### src/rtl/truth_table_sweeper.sv
// Exhaustive stimulus sweeper for a dual-rail combinational block: drives every input
// vector, samples after a settle time, checks rail complementarity and compacts resp into a MISR.
module truth_table_sweeper #(
  parameter int unsigned N_INPUTS      = 4,
  parameter int unsigned OUT_W         = 1,
  parameter int unsigned SETTLE_CYCLES = 1,
  parameter int unsigned SIG_W         = 16,
  parameter logic [SIG_W-1:0] SIG_POLY = 16'h1021
) (
  input  logic                clk,
  input  logic                rst_n,
  input  logic                start,
  output logic [N_INPUTS-1:0] stim,
  input  logic [OUT_W-1:0]    resp,
  input  logic [OUT_W-1:0]    resp_n,
  output logic                busy,
  output logic                done,
  output logic                pass,
  output logic [N_INPUTS:0]   err_count,
  output logic [N_INPUTS-1:0] first_err_vec,
  output logic [SIG_W-1:0]    signature
);

  // state  | meaning
  // IDLE   | waiting for start after reset
  // SETTLE | holding stim while the block under test settles
  // SAMPLE | checking and compacting resp for the current stim
  // DONE   | sweep finished, results held until start or reset
  typedef enum logic [1:0] {IDLE, SETTLE, SAMPLE, DONE} state_t;

  localparam int unsigned CNT_W = (SETTLE_CYCLES > 1) ? $clog2(SETTLE_CYCLES) : 1;
  localparam logic [CNT_W-1:0]    CNT_LOAD  = CNT_W'(SETTLE_CYCLES - 1);
  localparam logic [CNT_W-1:0]    CNT_ONE   = CNT_W'(1);
  localparam logic [N_INPUTS-1:0] STIM_LAST = '1;
  localparam logic [N_INPUTS-1:0] STIM_ONE  = N_INPUTS'(1);
  localparam logic [N_INPUTS:0]   ERR_ONE   = (N_INPUTS + 1)'(1);

  state_t           state, state_nxt;
  logic [CNT_W-1:0] settle_cnt;
  logic [SIG_W-1:0] resp_ext;
  logic [SIG_W-1:0] sig_nxt;
  logic             mismatch;

  always_ff @(posedge clk or negedge rst_n) begin
    if (!rst_n) state <= IDLE;
    else        state <= state_nxt;
  end

  always_comb begin
    state_nxt = state;
    case (state)
      IDLE, DONE: if (start) state_nxt = SETTLE;
      SETTLE:     if (settle_cnt == '0) state_nxt = SAMPLE;
      SAMPLE:     state_nxt = (stim == STIM_LAST) ? DONE : SETTLE;
      default:    state_nxt = IDLE;
    endcase
  end

  always_comb begin
    resp_ext = '0;
    resp_ext[OUT_W-1:0] = resp;
  end

  // Equal rails on any bit is a failure; an X compare leaves the if-branch untaken.
  assign mismatch = |(~(resp ^ resp_n));
  assign sig_nxt  = {signature[SIG_W-2:0], 1'b0}
                  ^ (signature[SIG_W-1] ? SIG_POLY : '0)
                  ^ resp_ext;

  always_ff @(posedge clk or negedge rst_n) begin
    if (!rst_n) begin
      stim          <= '0;
      settle_cnt    <= '0;
      err_count     <= '0;
      first_err_vec <= '0;
      signature     <= '0;
    end else begin
      case (state)
        IDLE, DONE: begin
          if (start) begin
            stim          <= '0;
            settle_cnt    <= CNT_LOAD;
            err_count     <= '0;
            first_err_vec <= '0;
            signature     <= '0;
          end
        end
        SETTLE: begin
          if (settle_cnt != '0) settle_cnt <= settle_cnt - CNT_ONE;
        end
        SAMPLE: begin
          if (mismatch) begin
            err_count <= err_count + ERR_ONE;
            if (err_count == '0) first_err_vec <= stim;
          end
          signature <= sig_nxt;
          if (stim != STIM_LAST) begin
            stim       <= stim + STIM_ONE;
            settle_cnt <= CNT_LOAD;
          end
        end
        default: ;
      endcase
    end
  end

  assign busy = (state == SETTLE) || (state == SAMPLE);
  assign done = (state == DONE);
  assign pass = done && (err_count == '0);

endmodule
### config.mk
export PLATFORM = sky130hd
export DESIGN_NAME = truth_table_sweeper
export DESIGN_NICKNAME = d
export VERILOG_FILES = /design/src/rtl/truth_table_sweeper.sv
export SDC_FILE = /design/constraint.sdc
export NUM_CORES = 1
export LEC_CHECK = 0
export ABC_AREA = 0
export ABC_CLOCK_PERIOD_IN_PS = 1900
export BUFFER_PORTS_ARGS = -buffer_cell sky130_fd_sc_hd__buf_2
export CAP_MARGIN = 20
export CORE_MARGIN = 2
export CORE_UTILIZATION = 47
export DETAILED_ROUTE_END_ITERATION = 8
export GPL_TIMING_DRIVEN = 0
export PLACE_DENSITY = 0.74
export SETUP_SLACK_MARGIN = 0.05
export SYNTH_ARGS = -nofsm -noshare
export SYNTH_HDL_FRONTEND = slang
export SYNTH_SLANG_ARGS = --single-unit
export TNS_END_PERCENT = 5
### constraint.sdc
create_clock -name clk -period 1.9 [get_ports clk]
set_input_delay 0.095 -clock clk [delete_from_list [all_inputs] [get_ports clk]]
set_output_delay 0.095 -clock clk [all_outputs]
set_load 0.005 [all_outputs]
==> metrics.yaml <==
cts:
  clk_latency_ns: 0.33
  htreeDepth: 2
  path_clk_slew_ns: 0.10
  cts-root-buf: "clkbuf_4"
  clk_path_buf_depth: 2
  cts_buffers: 5
  clkSinkCount: 31
  cts_tree: "done"
timing:
  setup_viol: 0
  period_needed_ns: 1.82
  worst_pin_slew_ns: 0.682
  rsz0062_at_grt: "yes"
  maxSlewViolCount: 0
  fin_ws_ns: 0.0826
  relSlewSlack_pct: 54.5
  hold_violations: 0
  timing.fmax_ghz: 0.550
  fin_skew_ns: 0.00882
  period_share_pct: 95.7
global_routing:
  grt_max_degree: 32
  grt_first_pass_wirelength_um: 5340
  grt.overflow.total: 0
  antenna_found_initial: 0
  track_usage_pct: 19.9
  grt_pass1_vias: 1137
finish:
  most-common-layout-cells: "37 x buf_2, 31 x dfrtp_1, 16 x a22o_1"
  fillers: 272
  stdcell_count: 234
  final_net_count: 201
  syn_to_final_growth_pct: 23.9
  layout-drive-gt1-share_pct: 30.0
  layout_commonest_cell: "buf_2"
  diodes: 0
place:
  gp_congestion: 0.760
  dp_cells: 224
  io_buffers: 36
  dp_slack_ns: -0.0478
  dp_hpwl_um: 2400
synth:
  syn_area_sq_um: 1520
  synth_cells: 144
  syn_nets: 156
  synthXorXnorAreaFrac_pct: 3.54
  synth-main-ff-cell: "dfrtp_1"
  yosysWarnings: 0
  synth-adder-area-share_pct: 5.77
  synth_top_family_by_area: "compound AO/OA/AOI/OAI gates"
  synth_area_per_cell_sq_um: 10.5
  synth_mux_area_share_pct: 0.659
  synth-seq-area-share_pct: 51.1
  synth_compound_area_share_pct: 18.5
  synth-simple-area-share_pct: 16.2
  synth_edf_count: 0
  ys_ff_latch: 31
  synthArstFlopShare_pct: 100
  synth_cell_types: 30
floorplan:
  start_util_pct: 49.8
  die_w_um: 60.9
  row_count: 20
  die_area_sq_um: 3700
  die_y_um: 60.9
  core_sq_um: 3050
  pin_count: 37
power:
  pwr_density_cell_nw_per_um2: 1140
  peakVddDrop_v: 0.000575
  leakagePower_nw: 1.02
worst_setup_path:
  path_max_fanout: 7
  cp-startpoint: "state[1]"
  timing.rr.start: "state[1]"
  cp-end-kind: "register"
  crit_path_start_kind: "register"
  path_class: "register to register"
  worstPathArrival_ns: 2.09
  required_ns: 2.17
hold_path:
  min_from: "resp"
  hold_class: "input pin to register"
drt:
  wirelength_um: 3350
  drtIter0Drc: 76
  firstDrtPassIters: 4
  via_per_inst: 5.38
  ant_nets: 0
  drc: 0
  wl_per_cell_um: 14.3
  vias: 1260
status:
  status: "finished clean"
flow_run:
  maxCapViolCount: 0
[repair_timing]
| item | 4_1_cts | 5_1_grt |
|---|---|---|
| hold buffers | 1 | 0 |
| setup buffers | 1 | 0 |
| gates resized for setup | 3 | 9 |
| gates cloned | 0 | 0 |
| endpoints found under the setup margin | 22 | 26 |
| endpoints found under the hold margin | 31 | 0 |
[metal layers]
| metal | part of all wire [%] | vias to the layer above | global-route usage, % |
|---|---|---|---|
| met5 | 0 | - | 0 |
| met4 | 0.95 | 0 | 6.21 |
| met3 | 4.9 | 5 | 5.33 |
| met2 | 49 | 35 | 30.9 |
| met1 | 45 | 610 | 27.5 |
| li1 | - | 610 | - |
[final cells by class]
type                       instances  area (sq um)  share of cell area (%)
inverter                           8          30.0                    1.60
tap                               44          55.1                    2.93
clock buffer                       7          65.1                    3.46
buffer                             8          45.0                    2.39
sequential                        31           776                    41.2
clock inverter                     1          7.51                   0.399
timing repair buffer              38           198                    10.5
multi-input combinational         97           706                    37.5
[state kept, by name (all words and copies together) (netlist names)]
name / flops
err_count: 5
first_err_vec: 4
signature: 16
state: 2
stim: 4
[synthesized netlist by cell type, drive strengths merged (4+ instances only)]
library cell / instances / area share [%]
nor2: 6 / 1.5
a22o: 16 / 9.2
nand2: 14 / 3.5
inv: 8 / 2.0
nand3: 7 / 2.3
o21ai: 10 / 3.3
clkbuf: 4 / 0.99
and3: 6 / 2.5
ha: 7 / 5.8
dfrtp: 31 / 51
buf: 4 / 1.3
a21oi: 4 / 1.3
[power by group]
part | internal, mW | switching, mW | leakage [nW] | total (mW)
logic | 0.356 | 0.506 | 0.559 | 0.862
registers | 0.740 | 0.0885 | 0.427 | 0.829
clock network | 0.216 | 0.234 | 0.0375 | 0.450
[stage by stage]
stage	cell area, sq um	power [mW]	util, %	hold slack, ns	TNS, ns
final	1880	2.14	61.6	0.220	0
after global routing	1880	2.31	61.6	0.224	0
after CTS	1860	2.11	60.9	0.224	0
after detailed placement	1750	1.60	57.5	0.173	-0.453
after global placement	1750	1.57	57.5	0.172	0
after floorplan	1520	1.34	-	-0.201	0
[kinds of logic after synthesis]
family | after synthesis
AO/OA/AOI/OAI | 39
adder cells (fa/ha/maj) | 7
AND/OR/NAND/NOR | 46
multiplexers | 1
XOR/XNOR | 4
buffers and inverters | 16
flip-flops | 31
[worst max-delay path: stages (launching register included)]
cell and delay (ns):
dfrtp_1 0.45, ha_4 0.26, nor2b_2 0.15, or2_1 0.20, clkbuf_4 0.17, or4b_1 0.47
nand3_1 0.08
[path summary, 6_finish.rpt]
path / slack, ns / cells after the start / end
min reg2reg: 0.53 / 1 / signature[2]
min: 0.22 / 3 / signature[0]
max reg2reg: 0.08 / 6 / err_count[3]
max: 0.08 / 6 / err_count[3]
min in group asynchronous: 0.33 / 2 / err_count[4]
max in group asynchronous: 1.12 / 2 / stim[2]
No activity file was read; power rests on OpenSTA's default activity.
